### src/rtl/serial_word_tx_if.sv
// Word-in / bit-out bundle for serial_word_tx.
// master = transmitter view (takes the word, drives the serial side); slave = the source/sink around it.
interface serial_word_tx_if #(
    parameter int N = 32
);
    logic         inValid;
    logic         inReady;
    logic [N-1:0] din;
    logic         serEn;
    logic         serOut;
    logic         serValid;
    logic         frmFirst;
    logic         frmLast;
    logic         busy;

    modport master (
        input  inValid,
        input  din,
        input  serEn,
        output inReady,
        output serOut,
        output serValid,
        output frmFirst,
        output frmLast,
        output busy
    );

    modport slave (
        output inValid,
        output din,
        output serEn,
        input  inReady,
        input  serOut,
        input  serValid,
        input  frmFirst,
        input  frmLast,
        input  busy
    );
endinterface

### src/rtl/serial_word_tx.sv
// Parallel-to-serial word transmitter, LSB first, with first/last frame markers.
// Latency: a word accepted at edge k shows bit 0 from edge k+1; back-to-back frames leave no gap.
// Backpressure: serEn low freezes the frame; SERIAL_WORD_TX_PARITY_EN appends an even-parity bit.
module serial_word_tx #(
    parameter int N = 32
) (
    input  logic                  clk,
    input  logic                  rst,
    input  logic                  clr,
    serial_word_tx_if.master      bus
);

    localparam int            CW   = $clog2(N);
    localparam logic [CW-1:0] LAST = CW'(N - 1);

`ifdef SERIAL_WORD_TX_PARITY_EN
    typedef enum logic [1:0] {
        IDLE   = 2'd0,
        SHIFT  = 2'd1,
        PARITY = 2'd2
    } state_t;
`else
    typedef enum logic [1:0] {
        IDLE  = 2'd0,
        SHIFT = 2'd1
    } state_t;
`endif

    state_t        state;
    state_t        state_nxt;
    logic [N-1:0]  sr;
    logic [N-1:0]  sr_nxt;
    logic [CW-1:0] cnt;
    logic [CW-1:0] cnt_nxt;
    logic          last_bit;
    logic          accept;

`ifdef SERIAL_WORD_TX_PARITY_EN
    logic          par;
    logic          par_nxt;

    assign last_bit = (state == PARITY);
`else
    assign last_bit = (state == SHIFT) && (cnt == LAST);
`endif

    // The next word may be taken on the very edge that consumes the final bit.
    assign bus.inReady = !clr && ((state == IDLE) || (last_bit && bus.serEn));
    assign accept      = bus.inValid && bus.inReady;

    always_comb begin
        state_nxt = state;
        sr_nxt    = sr;
        cnt_nxt   = cnt;
`ifdef SERIAL_WORD_TX_PARITY_EN
        par_nxt   = par;
`endif
        if (clr) begin
            state_nxt = IDLE;
            sr_nxt    = '0;
            cnt_nxt   = '0;
`ifdef SERIAL_WORD_TX_PARITY_EN
            par_nxt   = 1'b0;
`endif
        end else begin
            case (state)
                IDLE: begin
                    state_nxt = IDLE;
                end
                SHIFT: begin
                    if (bus.serEn) begin
                        sr_nxt  = {1'b0, sr[N-1:1]};
                        cnt_nxt = cnt + 1'b1;
                        if (cnt == LAST) begin
                            cnt_nxt = '0;
`ifdef SERIAL_WORD_TX_PARITY_EN
                            state_nxt = PARITY;
`else
                            state_nxt = IDLE;
`endif
                        end
                    end
                end
`ifdef SERIAL_WORD_TX_PARITY_EN
                PARITY: begin
                    if (bus.serEn) begin
                        state_nxt = IDLE;
                    end
                end
`endif
                default: begin
                    state_nxt = IDLE;
                end
            endcase

            // Accept only happens from IDLE or the consumed final bit, so it overrides the above.
            if (accept) begin
                state_nxt = SHIFT;
                sr_nxt    = bus.din;
                cnt_nxt   = '0;
`ifdef SERIAL_WORD_TX_PARITY_EN
                par_nxt   = ^bus.din;
`endif
            end
        end
    end

    always_ff @(posedge clk or negedge rst) begin
        if (!rst) begin
            state <= IDLE;
            sr    <= '0;
            cnt   <= '0;
`ifdef SERIAL_WORD_TX_PARITY_EN
            par   <= 1'b0;
`endif
        end else begin
            state <= state_nxt;
            sr    <= sr_nxt;
            cnt   <= cnt_nxt;
`ifdef SERIAL_WORD_TX_PARITY_EN
            par   <= par_nxt;
`endif
        end
    end

    always_comb begin
        bus.serOut = 1'b0;
        if (state == SHIFT) begin
            bus.serOut = sr[0];
        end
`ifdef SERIAL_WORD_TX_PARITY_EN
        if (state == PARITY) begin
            bus.serOut = par;
        end
`endif
    end

    assign bus.serValid = (state != IDLE);
    assign bus.busy     = (state != IDLE);
    assign bus.frmFirst = (state == SHIFT) && (cnt == '0);
    assign bus.frmLast  = last_bit;

endmodule

### src/flat_wrapper.sv
// flat-port wrapper written by rule: the top's interface ports become plain ports
module serial_word_tx_flat 
#(
    parameter int N = 32
)
  (clk, rst, clr, bus_inValid, bus_din, bus_serEn, bus_inReady, bus_serOut, bus_serValid, bus_frmFirst, bus_frmLast, bus_busy);
  serial_word_tx_if #(.N(N)) bus_i ();
  input  logic clk;
  input  logic rst;
  input  logic clr;
  input wire logic [$bits(bus_i.inValid)-1:0] bus_inValid;
  input wire logic [$bits(bus_i.din)-1:0] bus_din;
  input wire logic [$bits(bus_i.serEn)-1:0] bus_serEn;
  output wire logic [$bits(bus_i.inReady)-1:0] bus_inReady;
  output wire logic [$bits(bus_i.serOut)-1:0] bus_serOut;
  output wire logic [$bits(bus_i.serValid)-1:0] bus_serValid;
  output wire logic [$bits(bus_i.frmFirst)-1:0] bus_frmFirst;
  output wire logic [$bits(bus_i.frmLast)-1:0] bus_frmLast;
  output wire logic [$bits(bus_i.busy)-1:0] bus_busy;
  assign bus_i.inValid = bus_inValid;
  assign bus_i.din = bus_din;
  assign bus_i.serEn = bus_serEn;
  assign bus_inReady = bus_i.inReady;
  assign bus_serOut = bus_i.serOut;
  assign bus_serValid = bus_i.serValid;
  assign bus_frmFirst = bus_i.frmFirst;
  assign bus_frmLast = bus_i.frmLast;
  assign bus_busy = bus_i.busy;
  serial_word_tx #(.N(N)) u_core (.clk(clk), .rst(rst), .clr(clr), .bus(bus_i));
endmodule
### config.mk
export PLATFORM = sky130hd
export DESIGN_NAME = serial_word_tx_flat
export DESIGN_NICKNAME = d
export VERILOG_FILES = /design/src/rtl/serial_word_tx_if.sv /design/src/rtl/serial_word_tx.sv /design/src/flat_wrapper.sv
export SDC_FILE = /design/constraint.sdc
export NUM_CORES = 1
export LEC_CHECK = 0
export ABC_AREA = 1
export CORE_ASPECT_RATIO = 1.75
export CORE_MARGIN = 4
export CORE_UTILIZATION = 51
export CTS_CLUSTER_DIAMETER = 80
export DETAILED_ROUTE_END_ITERATION = 6
export PLACE_DENSITY_LB_ADDON = 0.1
export SLEW_MARGIN = 20
export SYNTH_ARGS = -nofsm -noshare
export SYNTH_HDL_FRONTEND = slang
export SYNTH_SLANG_ARGS = --single-unit
### constraint.sdc
create_clock -name clk -period 2.2 [get_ports clk]
set_clock_uncertainty 0.1 [all_clocks]
set_input_delay 0.66 -clock clk [delete_from_list [all_inputs] [get_ports clk]]
set_output_delay 0.66 -clock clk [all_outputs]
set_load 0.02 [all_outputs]
# Yosys cells after proc, flatten, opt, wreduce, memory -nomap -nowiden
# Index checks and enable logic that the tools add are counted.
[word_totals] reg_bits=39 in_bits=37 out_inout_bits=6 wordCells=37
[op_classes] add_sub_neg=1 eq_ne=4 n_mux=15 reduce_logical=14
[op_table] cell="two-way mux 32 bit" n=4
[op_table] cell="two-way mux 5 bit" n=5
[op_table] cell="two-way mux 2 bit" n=5
[op_table] cell="inequality test 4 x 3 -> 1 bit (second input constant)" n=2
[op_table] cell="nonzero test 3 bit" n=2
[op_table] cell="adder 5 x 1 -> 5 bit (second input constant)" n=1
[op_table] cell="equality test 5 bit (second input constant)" n=1
[op_table] cell="logical AND 1 bit" n=5
[op_table] cell="zero test 5 bit" n=1
[op_table] cell="AND reduction 2 bit" n=2
[op_table] cell="equality test 2 x 1 -> 1 bit (second input constant)" n=1
[op_table] cell="zero test 2 bit" n=1
[op_table] cell="nonzero test 2 bit" n=1
[op_table] cell="zero test 1 bit" n=1
[op_table] cell="logical OR 1 bit" n=1
[op_table] cell="two-way mux 1 bit" n=1

# Depth between registers and ports, before layout
# Gate-level depths: netlist of run 1.
[logic_depth] depth_word=8 depth_mapped=12 mapped_depth_nobuf=11

# Least setup slack after synthesis of run 1
# Ideal clock, no wire load.
[synth_path] path_type="flip-flop to output port" startpoint="reg u_core.cnt[0]" endpoint="out bus_inReady" arrival_time_ps=1387 required_time_ps=1440 slack_ps=53 path_stages_with_launch=7 cell_sequence="dfrtp_1 > ha_1 > inv_1 > nor3_1 > ha_1 > nand2_1 > a21oi_1"
[synth_between] elab_chain_cells=5
[synth_lines] element="start: declaration" line="serial_word_tx.sv:33" rtl="logic [CW-1:0] cnt;"
[synth_lines] element="start signal: assignment" line="serial_word_tx.sv:119" rtl="cnt <= cnt_nxt;"
[synth_lines] element="equality test 5 bit" line="serial_word_tx.sv:44" rtl="assign last_bit = (state == SHIFT) && (cnt == LAST);"
[synth_lines] element="logical AND 1 bit" line="serial_word_tx.sv:44"
[synth_lines] element="logical AND 1 bit" line="serial_word_tx.sv:48" rtl="assign bus.inReady = !clr && ((state == IDLE) || (last_bit && bus.serEn));"
[synth_lines] element="logical OR 1 bit" line="serial_word_tx.sv:48"
[synth_lines] element="logical AND 1 bit" line="serial_word_tx.sv:48"
[synth_lines] element="end: declaration" line="flat_wrapper.sv:14" rtl="output wire logic [$bits(bus_i.inReady)-1:0] bus_inReady;"
# No other way between the ends.

# Final worst setup path of run 1
[layout_path] startpoint="reg u_core.cnt[1]" endpoint="reg u_core.sr[17]"
[layout_between] elab_chain_cells=8 word_cells_on_any_way=11 classes_between="eq/ne: 1; mux: 2; reduce/logical: 8"
[layout_lines] element="equality test 5 bit *" line="serial_word_tx.sv:44"
[layout_lines] element="logical AND 1 bit *" line="serial_word_tx.sv:44"
[layout_lines] element="logical AND 1 bit *" line="serial_word_tx.sv:48"
[layout_lines] element="logical OR 1 bit *" line="serial_word_tx.sv:48"
[layout_lines] element="logical AND 1 bit *" line="serial_word_tx.sv:48"
[layout_lines] element="logical AND 1 bit *" line="serial_word_tx.sv:49" rtl="assign accept = bus.inValid && bus.inReady;"
[layout_lines] element="nonzero test 3 bit (no line) or two-way mux 32 bit (tied branches)"
[layout_lines] element="AND reduction 2 bit (no line) or two-way mux 32 bit (tied branches)"
[layout_lines] element="end signal: assignment" line="serial_word_tx.sv:118" rtl="sr <= sr_nxt;"
[layout_lines] element="end: declaration" line="serial_word_tx.sv:31" rtl="logic [N-1:0] sr;"
# Every way passes the cells marked *; elsewhere a longest branch is shown, timed or not.
# A chain may end at the register's enable or synchronous reset.

==> results of run 1 <==
repair_timing:
| action | CTS | global route |
|---|---|---|
| resized for setup | 26 | 67 |
| pin swaps | 6 | 18 |
| gates cloned | 0 | 5 |
| endpoints found under the setup margin | 6 | 37 |
| buffers inserted | 5 | 9 |
cell families (layout without fill, tap and decap cells):
family	Yosys count	count (layout)	share of synthesized area [%]
flops	38	38	45.4
compound gates	9	9	2.33
fa+ha+maj	3	3	1.79
simple gates	215	215	43.4
buf+inv	33	103	7.11
report_power, final:
| group | internal (mW) | switching [mW] | total [mW] |
|---|---|---|---|
| Combinational | 0.233 | 0.255 | 0.488 |
| Sequential | 0.743 | 0.0294 | 0.772 |
| Clock | 0.363 | 0.244 | 0.607 |
how the worst max path moves through the flow:
| stage | startpoint | end | slack (ns) | cells after the start |
|---|---|---|---|---|
| CTS | u_core.cnt[1]$_DFFE_PN0P_ | bus_inReady | -0.19 | 7 |
| floorplan | u_core.cnt[0]$_DFFE_PN0P_ | bus_inReady | 0.05 | 6 |
| finish | u_core.cnt[1]$_DFFE_PN0P_ | u_core.sr[17]$_DFFE_PN0P_ | -0.19 | 14 |
| global placement | bus_serEn | bus_inReady | -0.56 | 4 |
| detailed placement | bus_serEn | bus_inReady | -0.58 | 4 |
| global route | u_core.cnt[0]$_DFFE_PN0P_ | u_core.sr[17]$_DFFE_PN0P_ | -0.29 | 14 |
flip-flops by register name, summed over array words and instances (netlist names):
register,cells
u_core.cnt,5
u_core.sr,32
u_core.state,1
layout by cell type (no fill, tap or decap), types with 3 or more instances in the layout:
cell type        count
a21oi_1              4
buf_12               3
buf_4               26
buf_6               11
clkbuf_16            3
clkbuf_8             6
clkdlybuf4s50_1     37
dfrtp_1             37
inv_1                8
nand2_1            133
nand2_2             27
nand2_4              8
nand3_1              5
nand4_1             34
nor2_1               4
metal layers:
layer	wire length, µm	track usage, %	up-vias
met3	338	3.77	13
met5	0	0	-
met1	2520	25.2	1076
met4	138	6.53	0
met2	3610	37.8	86
li1	-	-	1097
through the flow:
stage	cells	power (mW)	util (%)
2_1_floorplan	298	0.954	-
3_3_place_gp	394	1.13	68.6
3_5_place_dp	394	1.13	68.6
4_1_cts	406	1.75	72.9
5_1_grt	416	1.96	82.0
6_report	416	1.87	82.0
critical path, cell delays in order (launching register included):
cell and delay (ns):
dfrtp_1 0.37, ha_2 0.19, inv_2 0.05, nor3_4 0.13, ha_2 0.22, nand2_2 0.07
buf_4 0.14, buf_6 0.10, buf_6 0.11, nand2_4 0.07, nand3_4 0.10, a21oi_4 0.32
clkbuf_16 0.23, nand2_1 0.05, nand2_1 0.06
area by class of cell:
class                      count  area share, %
tap                           48           1.86
sequential                    38           29.5
clock inverter                 1          0.930
timing repair buffer          83           26.4
inverter                      13           1.90
clock buffer                   6           2.56
multi-input combinational    227           36.9
==> impl.org, run 1 <==
** Outcome
- The flow ran to the end, but the final reports show violations.
- The checks that failed: setup timing.

** Clocking
- TritonCTS built the clock tree.
- The cell sitting at the root of the clock tree is a clkbuf_8.
- Clock-pin slew was measured on the worst setup and hold paths at 0.08 ns.
- Number of H-tree levels :: 2
- For this design, the CTS-stage hold fixing added 0 buffers.
- No sink is reached through more buffers than the 2 on the longest clock path.
- Later-pin clock latency in the skew report :: 0.28 ns
- The clock drives 38 sinks.
- Clock tree synthesis inserted a total of 5 buffers.

** Hold path
- Class of the worst hold path :: input port to async pin

** STA
- The final count of hold timing violations was 0.
- Setup TNS :: -5.54 ns
- Post-layout minimum cycle time :: 2.39 ns
- Setup violations remaining at the end of the flow were counted as 37.
- After layout, the worst path uses 108% of the clock period.
- Worst slew margin relative to its limit :: 67.2%
- RSZ-0062 raised after global routing :: yes
- For the pin with the worst max-slew slack, the measured transition is 0.492 ns.
- Number of slew-limit violations in the final report :: 0
- Highest Clock Rate :: 0.419 GHz
- After layout, the worst setup slack is -0.186 ns.
- Hold Worst Slack :: 0.222 ns

** Finish
- With fillers left out, the area of the finished cells amounts to 3230 µm².
- For this run, the post-layout net count is 408.
- Area of the multi-input gates :: 1190 µm²
- Fraction of final layout cells sized beyond drive strength 1 :: 27.7%
- Layout area overhead :: 54.2%
- Counting the fill cells in the layout gives around 240.
- The number of antenna diodes in the final layout is 0.
- In the final layout, flip-flops and latches occupy ~950 µm².

** Setup path
- CP Capture Type :: flop
- Setup slack on the worst reg-to-reg path comes out at -0.19 ns.
- The worst register-to-register path ends at u_core.sr[17]$_DFFE_PN0P_.
- Data on the critical path is required at its endpoint by 2.32 ns.
- Max Fanout on Critical Path :: 8
- Launch point of the worst reg-to-reg path :: u_core.cnt[1]$_DFFE_PN0P_
- The worst setup path is launched from a flop.
- For the worst flop-to-flop path, the logic depth is 14.
- Critical path class :: flop to flop
- Arrival time at the worst endpoint :: 2.51 ns

** Yosys
- Syn_nets :: 338
- In this run the cell area of the synthesized design comes to 2090 µm².
- The cell count after synthesis came out at around 300.
- Cell type with the largest total area after synthesis :: dfrtp_1
- Synth top area cells :: dfrtp_1, nand2_1, nand4_1, inv_1, buf_4
- The most used flip-flop cell after synthesis is dfrtp_1.
- After synthesis, the largest area contributor takes up 45.4% of total cell area.
- Counting flops with a built-in enable in the synthesized netlist gives 0.
- Most common cell in the netlist :: nand2_1
- Number of library cell types mapped by synthesis :: 19
- By count the netlist is led by nand2_1, dfrtp_1, nand4_1, inv_1, clkbuf_1.
- The average instance in the mapped netlist occupies 7.03 µm².
- The Yosys step of the flow raised 0 warnings.
- Sequential cells were found to cover 45.4% of the synthesized design area.
- Counting flops and latches in the post-synthesis netlist gives 38.
- After synthesis, the share of flip-flops with an asynchronous set or reset is 100%.

** Drt
- After detailed routing, the number of vias per cell comes to roughly 5.5.
- Detailed Route Iter0 Violations :: 92
- Final wirelength :: about 6600 µm
- Post-route ant nets :: 0
- For this run, the detailed router's first-pass iteration total came to 4.
- Average detailed-routed wire length per instance :: 15.9 µm
- After detailed routing, the number of remaining DRC violations is 0.
- Total vias in the final route :: 2272

** Floorplan
- Initial standard-cell utilization of the core :: a little over half
- In this run the core area contains 30 standard-cell rows.
- The die is 56.4 µm wide.
- The die covers approximately 5200 µm².
- Total core area :: 3940 µm²
- between 40 and 50 I/O pins were placed.
- Vertical die dimension :: 92.8 µm

** Placement
- Placed Area :: 2700 µm²
- Port Buffers :: 42
- Worst-case setup slack after placement :: -0.580 ns
- DP HPWL :: 3560 µm
- RD Place Congestion :: 0.841

** Power
- Across the VDD grid, the largest voltage drop is 0.471 mV.
- In this run the static leakage power is 1.75 nW.
- Power density over the cells :: around 580 nW/µm²

** GRT
- Total grt overflow :: 0
- Number of global-route vias before repair :: around 2100
- Overall fraction of global-route tracks in use :: 21.2%
- Entering global routing, the biggest net connects 32 pins.
- First-pass GRT wire length :: 9020 µm
- Number of antenna violations at the first check in global routing :: 0

** Flow run
- Max-cap violations in this run came to 0.
No activity file was read; power rests on OpenSTA's default activity.
==> inputs of run 2 (changes only) <==
--- a/config.mk
+++ b/config.mk
@@ -6,9 +6,11 @@
 export NUM_CORES = 1
 export LEC_CHECK = 0
 export ABC_AREA = 1
+export CELL_PAD_IN_SITES_DETAIL_PLACEMENT = 1
+export CELL_PAD_IN_SITES_GLOBAL_PLACEMENT = 1
 export CORE_ASPECT_RATIO = 1.75
 export CORE_MARGIN = 4
-export CORE_UTILIZATION = 51
+export CORE_UTILIZATION = 35
 export CTS_CLUSTER_DIAMETER = 80
 export DETAILED_ROUTE_END_ITERATION = 6
 export PLACE_DENSITY_LB_ADDON = 0.1
==> impl.org, run 2 (synthesis results as in run 1) <==
** Outcome
- Outcome :: finished with violations
- Violations in the final reports :: setup timing

** Power
- IR analysis of the VDD net gives a maximum drop of 0.266 mV.
- After layout, the design draws a total of 1.74 mW.
- Leakage :: between 1.5 and 2 nW
- Power density over the cells :: 592 nW/µm²

** STA
- Setup repair after global routing could not meet its margin everywhere.
- Post-layout minimum cycle time :: ~2.4 ns
- Based on the critical path, the design can be clocked at up to 0.418 GHz.
- After layout, the worst path uses 109% of the clock period.
- Worst slew margin relative to its limit :: between 60 and 70%
- Setup violations remaining at the end of the flow were counted as 2.
- Setup TNS :: -0.336 ns
- The final count of hold timing violations is 0.
- Setup slack after layout :: -0.193 ns
- The max-slew violation count came to 0.
- For the pin with the worst max-slew slack, the measured transition is 0.529 ns.

** GRT
- Pin count of the biggest net entering global routing :: 39
- Number of antenna violations at the first check in global routing :: 0
- Total grt overflow :: 0
- First-pass GRT wire length :: 10600 µm
- Across every metal layer, demand over resource in global routing totals a little under a fifth.
- The via count of the first global-routing pass was 2244.

** Setup path
- WP data required :: 1.44 ns
- On the worst path, the slowest cell contributes a delay of 0.37 ns.
- Nature of the critical path startpoint :: flop
- Among all stages on the critical path, the largest delay is contributed by dfrtp_1.
- Critical path class :: flop to primary output
- Most common cell type on the critical path :: ha_2
- Walking the worst path, the cells encountered are ha_2 > inv_2 > nor3_2 > ha_2 > nand2_2 > a21oi_2 > buf_4.
- Arrival time at the worst endpoint :: 1.63 ns
- STA classifies the critical path endpoint as a primary output.
- Launching element of the worst setup path :: u_core.cnt[0]$_DFFE_PN0P_
- Of all nets on the critical path, the largest fanout is 2.
- Launch point of the worst reg-to-reg path :: u_core.cnt[0]$_DFFE_PN0P_

** Finish
- The largest registers in the layout are u_core.sr x32, u_core.cnt x5, u_core.state x1.
- Measured on the finished design, the core utilization comes to 50.4%.
- The number of antenna diodes in the final layout is 0.
- Leaving out fill and tap cells, the most frequent cells in the layout are nand2_1, dfrtp_1, clkdlybuf4s50_1, nand4_1, buf_4.
- The area growth from synthesis to layout is 40.3%.
- Of the cells placed in the final design, the portion with a size suffix greater than 1 is between 15 and 20%.
- Leaving out filler cells and counting taps, the final layout contains 438.
- The register with the most flip-flops in the layout has 32 of them.
- Design Area, Final :: 2940 µm²
- Top reg by flops :: u_core.sr
- After the last flow step, the layout net total stands at between 300 and 400.
- Leading cell type in the layout, fill and taps excluded :: nand2_1

** Drt
- After detailed routing, the number of remaining DRC violations is 0.
- Using the TritonRoute via totals, the vias-per-cell ratio works out to about 5.0.
- The detailed router finished its first iteration with 101 violations.
- In this run the remaining antenna-violating nets after routing total 0.
- The final route contains 2194 vias.
- Average detailed-routed wire length per instance :: between 10 and 15 µm
- Before antenna repair, the detailed router went through 4 iterations.
- The routed design has 6410 µm of wire.

** Floorplan
- The die covers around 7300 µm².
- Initial standard-cell utilization of the core :: 35.9%
- Number of I/O pins :: 43
- The floorplan has 37 rows.
- Vertical die dimension :: 110 µm
- After floorplanning, the core was sized to cover 5830 µm².
- The floorplan step set the die width to 66.5 µm.

** Clocking
- CTS Buffer Depth :: 2
- Number of sinks driven by the clock tree :: 38
- Later-pin clock latency in the skew report :: approximately 0.30 ns
- Clk pin slew, worst setup/hold paths :: 0.08 ns
- Number of H-tree levels :: 2
- The number of hold buffers added after CTS was 0.
- CTS tree :: yes
- Clock Tree Root :: clkbuf_8
- TritonCTS Buffers :: 5

** Placement
- The congestion estimate from routability-driven global placement came to 0.751.
- In this run the cell area measured after placement is 2740 µm².
- The number of placed instances, taps included, is 426.
- Buffers placed on the I/O ports in this run total between 40 and 50.
- DP HPWL :: 4240 µm

** Hold path
- Class of the worst hold path :: input port to async pin

** Flow run
- Max-cap check violation count :: 0
-- run 2: changes by cell type in the layout (fill, tap and decap cells not counted), moves of 4 or more --
cell,before,now
nand2_2,27,2
inv_2,2,6
nand2_1,133,167
buf_4,26,30
buf_6,11,2
nand2_4,8,0
-- run 2: cell type report --
cell class	instances	area, µm²
timing repair buffer	74	702
clock buffer	8	110
fill	755	2890
multi-input combinational	227	1030
sequential	38	952
inverter	13	48.8
tap	78	97.6
-- run 2: metal layers --
metal / vias to the layer above / GRT usage, % / part of all wire [%]
met5: - / 0 / 0
met4: 0 / 7.12 / 2.2
met3: 13 / 3.75 / 3.2
met2: 39 / 34.5 / 53
met1: 1067 / 21.2 / 42
li1: 1075 / - / -
-- run 2: through the flow --
step                setup WS (ns)  hold slack (ns)
detailed placement         -0.594            0.366
CTS                        -0.195            0.329
global route               -0.318            0.349
global placement           -0.558            0.363
floorplan                  0.0526            0.264
finish                     -0.193            0.302
-- run 2: path summary, 6_finish.rpt --
path,cells past startpoint,slack [ns],endpoint
max,7,-0.19,bus_inReady
min,2,0.30,u_core.cnt[3]$_DFFE_PN0P_
max reg2reg,12,0.12,u_core.sr[22]$_DFFE_PN0P_
min reg2reg,2,0.38,u_core.sr[19]$_DFFE_PN0P_
max in group asynchronous,2,1.31,u_core.state[0]$_DFFE_PN0P_
min in group clk,2,0.38,u_core.sr[19]$_DFFE_PN0P_
-- run 2: timing repair --
action | 4_1_cts | 5_1_grt
pin swaps | 1 | 5
setup endpoints to repair | 6 | 36
gates cloned | 0 | 1
gates resized for setup | 22 | 11
buffers inserted | 1 | 2
-- run 2: critical path: cells and delay by family (launching register included) --
| family | cells | cell delay, ns |
|---|---|---|
| AOI/OAI and AO/OA | 1 | 0.16 |
| adders and majority gates | 2 | 0.42 |
| buffers and inverters | 2 | 0.20 |
| DFF | 1 | 0.37 |
| and+or+nand+nor | 2 | 0.18 |
-- run 2: where the power goes --
group | total (mW) | switching [mW] | internal (mW)
logic | 0.385 | 0.202 | 0.183
registers | 0.769 | 0.0268 | 0.742
clock network | 0.585 | 0.268 | 0.317
total | 1.74 | 0.497 | 1.24
==> inputs of run 3 (changes only) <==
--- a/config.mk
+++ b/config.mk
@@ -10,7 +10,7 @@
 export CELL_PAD_IN_SITES_GLOBAL_PLACEMENT = 1
 export CORE_ASPECT_RATIO = 1.75
 export CORE_MARGIN = 4
-export CORE_UTILIZATION = 35
+export CORE_UTILIZATION = 36
 export CTS_CLUSTER_DIAMETER = 80
 export DETAILED_ROUTE_END_ITERATION = 6
 export PLACE_DENSITY_LB_ADDON = 0.1
==> impl.org, run 3 (synthesis results as in run 1) <==
** Floorplan
- Initial standard-cell utilization of the core :: 37.2%
- From bottom edge to top edge, the die measures 109 µm.
- Pin placement for this block handled 43 I/O pins.
- Number of rows in the core area :: 36
- Total core area :: ~5600 µm²
- From left edge to right edge, the die measures ~66 µm.
- The die covers 7150 µm².

** Drt
- Summing over every cut layer, the via total after detailed routing is 2158.
- The first TritonRoute pass finished after 5 iterations.
- Detailed Route Iter0 Violations :: 101
- After detailed routing, the total wire length is 6070 µm.
- Dividing the detail-routed via count by the number of cells gives between 5 and 6.
- In this run the remaining antenna-violating nets after routing total 0.
- In the final routed layout, each cell accounts on average for 14.1 µm.
- In the routed design, unresolved DRC markers number 0.

** Outcome
- The final reports fail on setup timing.
- Outcome :: finished with violations

** Flow run
- Max-cap check violation count :: 0

** Finish
- Counting flops per register, the top entry is u_core.sr.
- Antenna Diode Count :: 0
- Cells with a size suffix above 1 make up between 10% and 20% of the layout.
- The register with the most flip-flops in the layout has 32 of them.
- Leaving out filler cells and counting taps, the final layout contains 430.
- The library cell used most frequently in the layout, excluding fill and tap cells, is nand2_1.
- Final core utilization :: 51.4%
- Layout area overhead :: 38.2%
- Leaving out fill and tap cells, the most frequent cells in the layout are nand2_1, dfrtp_1, clkdlybuf4s50_1, nand4_1, buf_4.
- The largest registers in the layout are u_core.sr x32, u_core.cnt x5, u_core.state x1.
- Final layout net count :: 395

** STA
- Number of slew-limit violations in the final report :: 0
- Timing would allow up to ~0.43 GHz.
- Post-layout minimum cycle time :: 2.35 ns
- Across all setup checks in the final design, the least slack found is -0.148 ns.
- After layout, the worst path uses 107% of the clock period.
- The final count of hold timing violations was 0.
- Measured against its own limit, the worst slew margin works out to roughly three fifths.
- Setup violations remaining at the end of the flow were counted as 2.
- Tightest Pin Transition :: 0.598 ns
- After routing, the total negative slack on setup checks comes to -0.253 ns.
- RSZ-0062 raised after global routing :: yes

** Power
- In this run, the clock network consumes roughly 30% of the power.
- Cell-internal power :: approximately 1.2 mW
- VDD sags by at most 0.362 mV.
- Logic pwr share :: 23.4%
- Power spread over the standard cell area amounts to ~560 nW/µm².
- Final Power :: roughly 1.6 mW
- Leakage :: 1.57 nW
- Net Sw Frac :: 28.5%
- Power dissipated by switching net loads :: about 470 µW
- Sequential Power Share :: 47.1%

** GRT
- Pin count of the biggest net entering global routing :: 33
- The initial antenna violation count was 0.
- Total grt overflow :: 0
- The via count of the first global-routing pass was 2221.
- The first global-routing pass estimated 10500 µm of wire.
- Overall fraction of global-route tracks in use :: 18.9%

** Placement
- Port buffering added 42 buffers.
- Worst-case setup slack after placement :: -0.624 ns
- Including well taps, the total number of placed cells is about 420.
- RD Place Congestion :: 0.820
- Detailed placement finished with a half-perimeter wire length of 4220 µm.

** Clocking
- The clock tree synthesis step divided the H-tree into 2 levels.
- Clock latency on the worst-skew pair, taken at its later pin, is 0.29 ns.
- TritonCTS built the clock tree.
- TritonCTS created 5 clock buffers.
- After clock tree synthesis, the clock-pin slew on the worst setup and hold paths is 0.07 ns.
- Number of sinks driven by the clock tree :: 38
- The longest clock path from root to sink contains 2 buffers.
- The cell sitting at the root of the clock tree is a clkbuf_8.

** Setup path
- STA classifies the critical path endpoint as a primary output.
- The worst setup path is launched from a flop.
- Max Fanout on Critical Path :: 2
- Arrival time at the worst endpoint :: 1.59 ns
- The critical path in this run is classified as flop to primary output.
- STA puts the critical path data required time at ~1.4 ns.

** Hold path
- Class of the worst hold path :: input port to async pin
[run 3: cell types whose count changed in the layout (fill, tap and decap cells not counted), moves of 2 or more]
cell	previous run	this run
clkbuf_8	8	6
buf_6	2	4
buf_4	30	23
buf_12	2	4
[run 3: worst max-delay path, cell delays in order, from the launching register on]
cell and delay [ns]:
dfrtp_1 0.36, ha_2 0.19, inv_2 0.04, nor3_2 0.11, ha_2 0.21, nand2_2 0.08
a21oi_4 0.16, buf_6 0.14
[run 3: power by group through the flow]
stage / registers [mW] / logic, mW / clock network, mW
final: 0.770 / 0.382 / 0.483
after global routing: 0.776 / 0.428 / 0.535
after CTS: 0.769 / 0.378 / 0.507
after detailed placement: 0.782 / 0.375 / 0
after global placement: 0.780 / 0.368 / 0
after floorplan: 0.780 / 0.174 / 0
[run 3: repair_timing]
action	CTS	global route
setup buffers	1	0
setup endpoints to repair	6	35
cloned	0	0
hold buffers	0	0
pin swaps	2	3
gates resized for setup	20	14
[run 3: layout make-up]
cell class / count / area [µm²]
Clock buffer: 6 / 82.6
Fill cell: 711 / 2740
Inverter: 13 / 48.8
Multi-Input combinational cell: 227 / 1030
Sequential cell: 38 / 952
Tap cell: 76 / 95.1
Timing Repair Buffer: 70 / 687
[run 3: final timing paths]
kind	from	endpoint	slack (ns)	depth (start not counted)
worst max register to register	u_core.cnt[0]$_DFFE_PN0P_	u_core.sr[19]$_DFFE_PN0P_	0.15	12
worst max-delay path	u_core.cnt[0]$_DFFE_PN0P_	bus_inReady	-0.15	7
min in group clk	u_core.sr[14]$_DFFE_PN0P_	u_core.sr[14]$_DFFE_PN0P_	0.39	2
worst min register to register	u_core.sr[14]$_DFFE_PN0P_	u_core.sr[14]$_DFFE_PN0P_	0.39	2
worst min-delay path	rst	u_core.cnt[3]$_DFFE_PN0P_	0.26	1
max in group asynchronous	rst	u_core.sr[12]$_DFFE_PN0P_	1.12	2
[run 3: per-stage QoR]
step	instance area, µm²	hold slack, ns
finish	2890	0.260
global route	2890	0.300
global placement	2760	0.360
detailed placement	2760	0.367
CTS	2850	0.278
floorplan	2090	0.264
[run 3: routing by layer]
| layer | part of all wire, % | GRT usage (%) | routed length, µm | up-vias |
|---|---|---|---|---|
| met3 | 3.4 | 3.40 | 205 | 7 |
| li1 | - | - | - | 1067 |
| met4 | 1.7 | 7.57 | 106 | 0 |
| met1 | 41 | 22.5 | 2520 | 1040 |
| met2 | 53 | 33.0 | 3240 | 44 |
| met5 | 0 | 0 | 0 | - |
==> variant 1: new RTL, settings of run 1 <==
Add a define of `SERIAL_WORD_TX_PARITY_EN`.
--- a/src/rtl/serial_word_tx.sv
+++ b/src/rtl/serial_word_tx.sv
@@ -2,4 +2,6 @@
 // Latency: a word accepted at edge k shows bit 0 from edge k+1; back-to-back frames leave no gap.
 // Backpressure: serEn low freezes the frame; SERIAL_WORD_TX_PARITY_EN appends an even-parity bit.
+`define SERIAL_WORD_TX_PARITY_EN
+
 module serial_word_tx #(
     parameter int N = 32
Formal check against the unedited RTL: no difference found for any inputs over 10 cycles, from zero or initial values and one cycle with rst low; that may be too few to reach the edited logic, so the function may still have changed.
==> variant 1 against run 1 <==
  * Wire length fell by 5.6%
  * Synthesized area rose by 35%
  * Sequential cell count rose by 2
  * Worst setup slack improved by 0.33 ns
  * Cell count rose by 38%
  * Synthesized cell count rose by 47%
  * Final area rose by 10%
  * Die area rose by 31%
  * Total power rose by 3.1%
  * Largest cell class unchanged
==> variant 1: results (changes against run 1) <==
Synthesis
  – Post-Syn Nets: 477 (+41%)
  – Share of the yosys chip area belonging to registers: 35.32% (-10 points)
  – Synth area leaders: dfrtp_1 35%, nand2_1 22%, inv_1 9.4%, o21ai_1 6.4%, o22ai_1 4.9%
  – Post-synth top cells: 165 x nand2_1, 71 x inv_1, 40 x dfrtp_1, 36 x nor2_1, 36 x o21ai_1
  – Count of different cell masters after synthesis: 27 (+8)
  – Post-synth ARST share: 100.0% (unchanged)

Cells and area
  – Ant diodes: 0 (unchanged)
  – Share of cells above drive strength 1: 10.40% (-17 points)
  – Top flop regs: u_core.sr: 32 flops, u_core.cnt: 5 flops, u_core.state: 2 flops
  – # nets final: 540 (+32%)
  – Fillers: 510 (+110%)

Power and ir drop
  – Maximum vdd drop: 0.3651 mV (-22%)
  – Leak: 2.100 nW (+20%)

Drt
  – Routed length per placed instance: 10.86 µm (-32%)
  – DR vias/cell: 4.941 (-9.5%)
  – Pre-antenna DRT Iters: 4 (unchanged)
  – Initial DRC Count: 87 (-5.4%)

STA
  – Worst-margin pin slew: 0.5272 ns (+0.03551 ns)
  – Hold Fails Final Rpt: 0 (unchanged)

Clocking
  – Root Buffer: clkbuf_8
  – Max Buffers Root-to-Sink: 2 (unchanged)

Global route
  – First-pass GRT wire length: 10960 µm (+22%)
  – GRT Total Usage: 19.45% (-1.7 points)
  – Vias in the first global route: 2700 (+29%)
  – Largest net degree at the start of global routing: 41 (+28%)

Placed design
  – Dpl hpwl: 4764 µm (+34%)
  – Dpl ws: -0.4706 ns (+0.1090 ns)
  – Gpl congestion: 0.8245 (-2.0%)

Critical path
  – Worst-path fanout max: 2 (-6)
  – Critical path arrival: 1.30 ns (-1.21 ns)

Status
  – Status: finished, final reports clean
-- variant 1: what timing repair did --
action | CTS | global route
pin swaps | 1 | 0
hold endpoints to repair | 0 | 0
resized for setup | 13 | 4
setup endpoints to repair | 4 | 4
buffers inserted | 0 | 0
-- variant 1: final cells by class --
type	instances	area, µm²	area share (%)
Clock buffer	6	72.57	2.038
Clock inverter	1	5.005	0.1405
Inverter	80	300.3	8.433
Multi-Input combinational cell	304	1440	40.44
Sequential cell	40	1001	28.11
Tap cell	74	92.59	2.600
Timing Repair Buffer	69	649.4	18.24
-- variant 1: report_power, final --
group	switching (mW)	total, mW	internal, mW
clock network	0.248	0.464	0.216
registers	0.0444	0.860	0.816
logic	0.339	0.601	0.262
total	0.631	1.93	1.29
-- variant 1: worst paths after layout --
path	start	to	slack, ns	cells after the start
worst max-delay path	u_core.cnt[1]	bus_frmFirst	0.14	5
worst min-delay path	rst	u_core.sr[15]	0.32	2
worst max register to register	u_core.state[0]	u_core.sr[15]	0.48	10
worst min register to register	u_core.sr[8]	u_core.sr[8]	0.39	2
max in group asynchronous	rst	u_core.sr[31]	1.32	2
min in group clk	u_core.sr[8]	u_core.sr[8]	0.39	2
-- variant 1: layer usage --
layer	track usage, %	share of wire (%)	vias to the layer above
li1	-	-	1473
met1	21.04	40	1293
met2	36.32	55	54
met3	3.354	3.9	16
met4	8.169	2.0	0
met5	0	0	-
-- variant 1: cell families after synthesis --
family,synth area share (%)
AOI/OAI and AO/OA,14.70
xor gates and xnor gates,3.090
adders and majority gates,1.325
buffers and inverters,13.86
DFF,35.32
and+or+nand+nor,31.70
-- variant 1: metrics by stage --
step,instance area (µm²),instances,power [mW],utilization [%],setup TNS (ns)
finish,3561,574,1.925,66.65,0
global placement,3490,567,1.467,65.32,-3.936
CTS,3561,574,1.946,66.65,0
global route,3561,574,2.067,66.65,0
floorplan,2834,437,1.247,-,0
detailed placement,3490,567,1.483,65.32,-4.741
-- variant 1: critical path, stage by stage, from the launching register on --
cell and delay, ns:
dfrtp_1 0.40, inv_1 0.09, ha_1 0.14, nand2_1 0.05
nor3_1 0.15, buf_2 0.19
==> variant 2: new RTL, settings of run 1 <==
Without the edit above. Reset style: synchronous (`rst`), changed in one clocked block.
--- a/src/rtl/serial_word_tx.sv
+++ b/src/rtl/serial_word_tx.sv
@@ -106,5 +106,5 @@
     end
 
-    always_ff @(posedge clk or negedge rst) begin
+    always_ff @(posedge clk) begin
         if (!rst) begin
             state <= IDLE;
Formal check against the unedited RTL: differs if rst is asserted again (counterexample within 4 cycles, from zero or initial values and one cycle with rst low); with rst held inactive, the same outputs for 10 cycles.
==> variant 2 against run 1 <==
  * The run still ends with setup timing left
  * Synthesized area rose by 1.2%
  * Largest power group unchanged
  * Final area fell by 10%
  * Largest cell class unchanged
  * Total power down 18%
  * Core utilization shrank 8.3 points
  * Synthesized cell count grew 11%
  * Hold slack gained 0.16 ns
  * Sequential cell count unchanged
  * Count of clock-buffer cells in the layout rose by 2
  * Worst setup slack gained 0.041 ns
  * Die area grew 1.1%
  * Critical path type is now reg2out
  * Sequential share of layout area fell by 3.1 points
  * Via count is 0.44% higher
  * Wire length decreased by 20%
==> variant 2: results (changes against run 1) <==
Worst hold path
  – HP Class: reg2reg

Drt
  – M1 WL: 2111 µm (-16%)
  – DR WL met2: 2813 µm (-22%)
  – DR vias/cell: 5.295 (-3.1%)
  – Initial DRC Count: 51 (-45%)
  – Routed wire length: 5265 µm (-20%)
  – WL met3: 214 µm (-37%)

Global route
  – First-pass GRT wire length: 8880 µm (-1.5%)
  – Met2 Use GR: 38.90% (+1.1 points)

Synthesis
  – Post-Syn Nets: 370 (+9.5%)
  – Post-synth ARST share: 0% (-100 points)
  – Post-synth top cells: 104 x nand2_1, 39 x inv_1, 38 x dfxtp_1, 36 x a21oi_1, 35 x nand3_1
  – Synth area leaders: dfxtp_1 36%, nand2_1 18%, nand4_1 9.1%, a21oi_1 8.5%, nand3_1 8.3%
  – Compound-Gate Fraction of Synth Area: 8.501% (+6.2 points)
  – XOR/XNOR Fraction of Synth Area: 0.8264% (+0.83 points)
  – Post-Synth Adder-Cell Area: 1.771% (-0.021 points)
  – Share of the yosys chip area belonging to registers: 35.89% (-9.5 points)

Status
  – Status: finished with violations
  – Failing checks: setup timing

Cells and area
  – Finished Layout Cells: 431 (+3.6%)
  – Share of cells above drive strength 1: 16.45% (-11 points)

STA
  – Setup Viol. Count Final: 2 (-95%)
  – Final TNS setup: -0.2479 ns (+5.294 ns)
  – Final setup margin: -0.1443 ns (+0.04140 ns)
  – Fin Hold WS: 0.3796 ns (+0.1579 ns)

Clocking
  – CTS resizes: 23 (-12%)
  – Setup bufs post-CTS: 0 (-5)

Placed design
  – Placed cells: 417 (+5.8%)
  – Area after DPL: 2681 µm² (-0.79%)
  – Dpl hpwl: 3524 µm (-1.0%)
  – Gpl congestion: 0.8027 (-4.6%)

Critical path
  – Critical path arrival: 1.58 ns (-0.93 ns)
  – Crit-path leading delay family: adder cells
variant 2: cell count changes after synthesis, moves of 28 or more:
cell	before	now
nand3_1	5	35
dfxtp_1	0	38
inv_1	11	39
dfrtp_1	38	0
nand2_1	168	104
a21oi_1	5	36
variant 2: area by class of cell:
type / count / area, µm²
Multi-Input combinational cell: 223 / 1130
Fill cell: 328 / 1037
Sequential cell: 38 / 764.5
Timing Repair Buffer: 73 / 685.7
Inverter: 41 / 153.9
Clock buffer: 8 / 110.1
Tap cell: 48 / 60.06
variant 2: final timing paths:
| check | cells past startpoint | start | to |
|---|---|---|---|
| setup reg to reg | 13 | u_core.cnt[1] | u_core.sr[24] |
| setup / recovery | 7 | u_core.cnt[1] | bus_inReady |
| hold reg to reg | 2 | u_core.sr[2] | u_core.sr[2] |
| hold / removal | 2 | u_core.sr[2] | u_core.sr[2] |
variant 2: power by group:
part	internal [mW]	switching, mW
clock network	0.316	0.238
registers	0.708	0.0115
logic	0.126	0.124
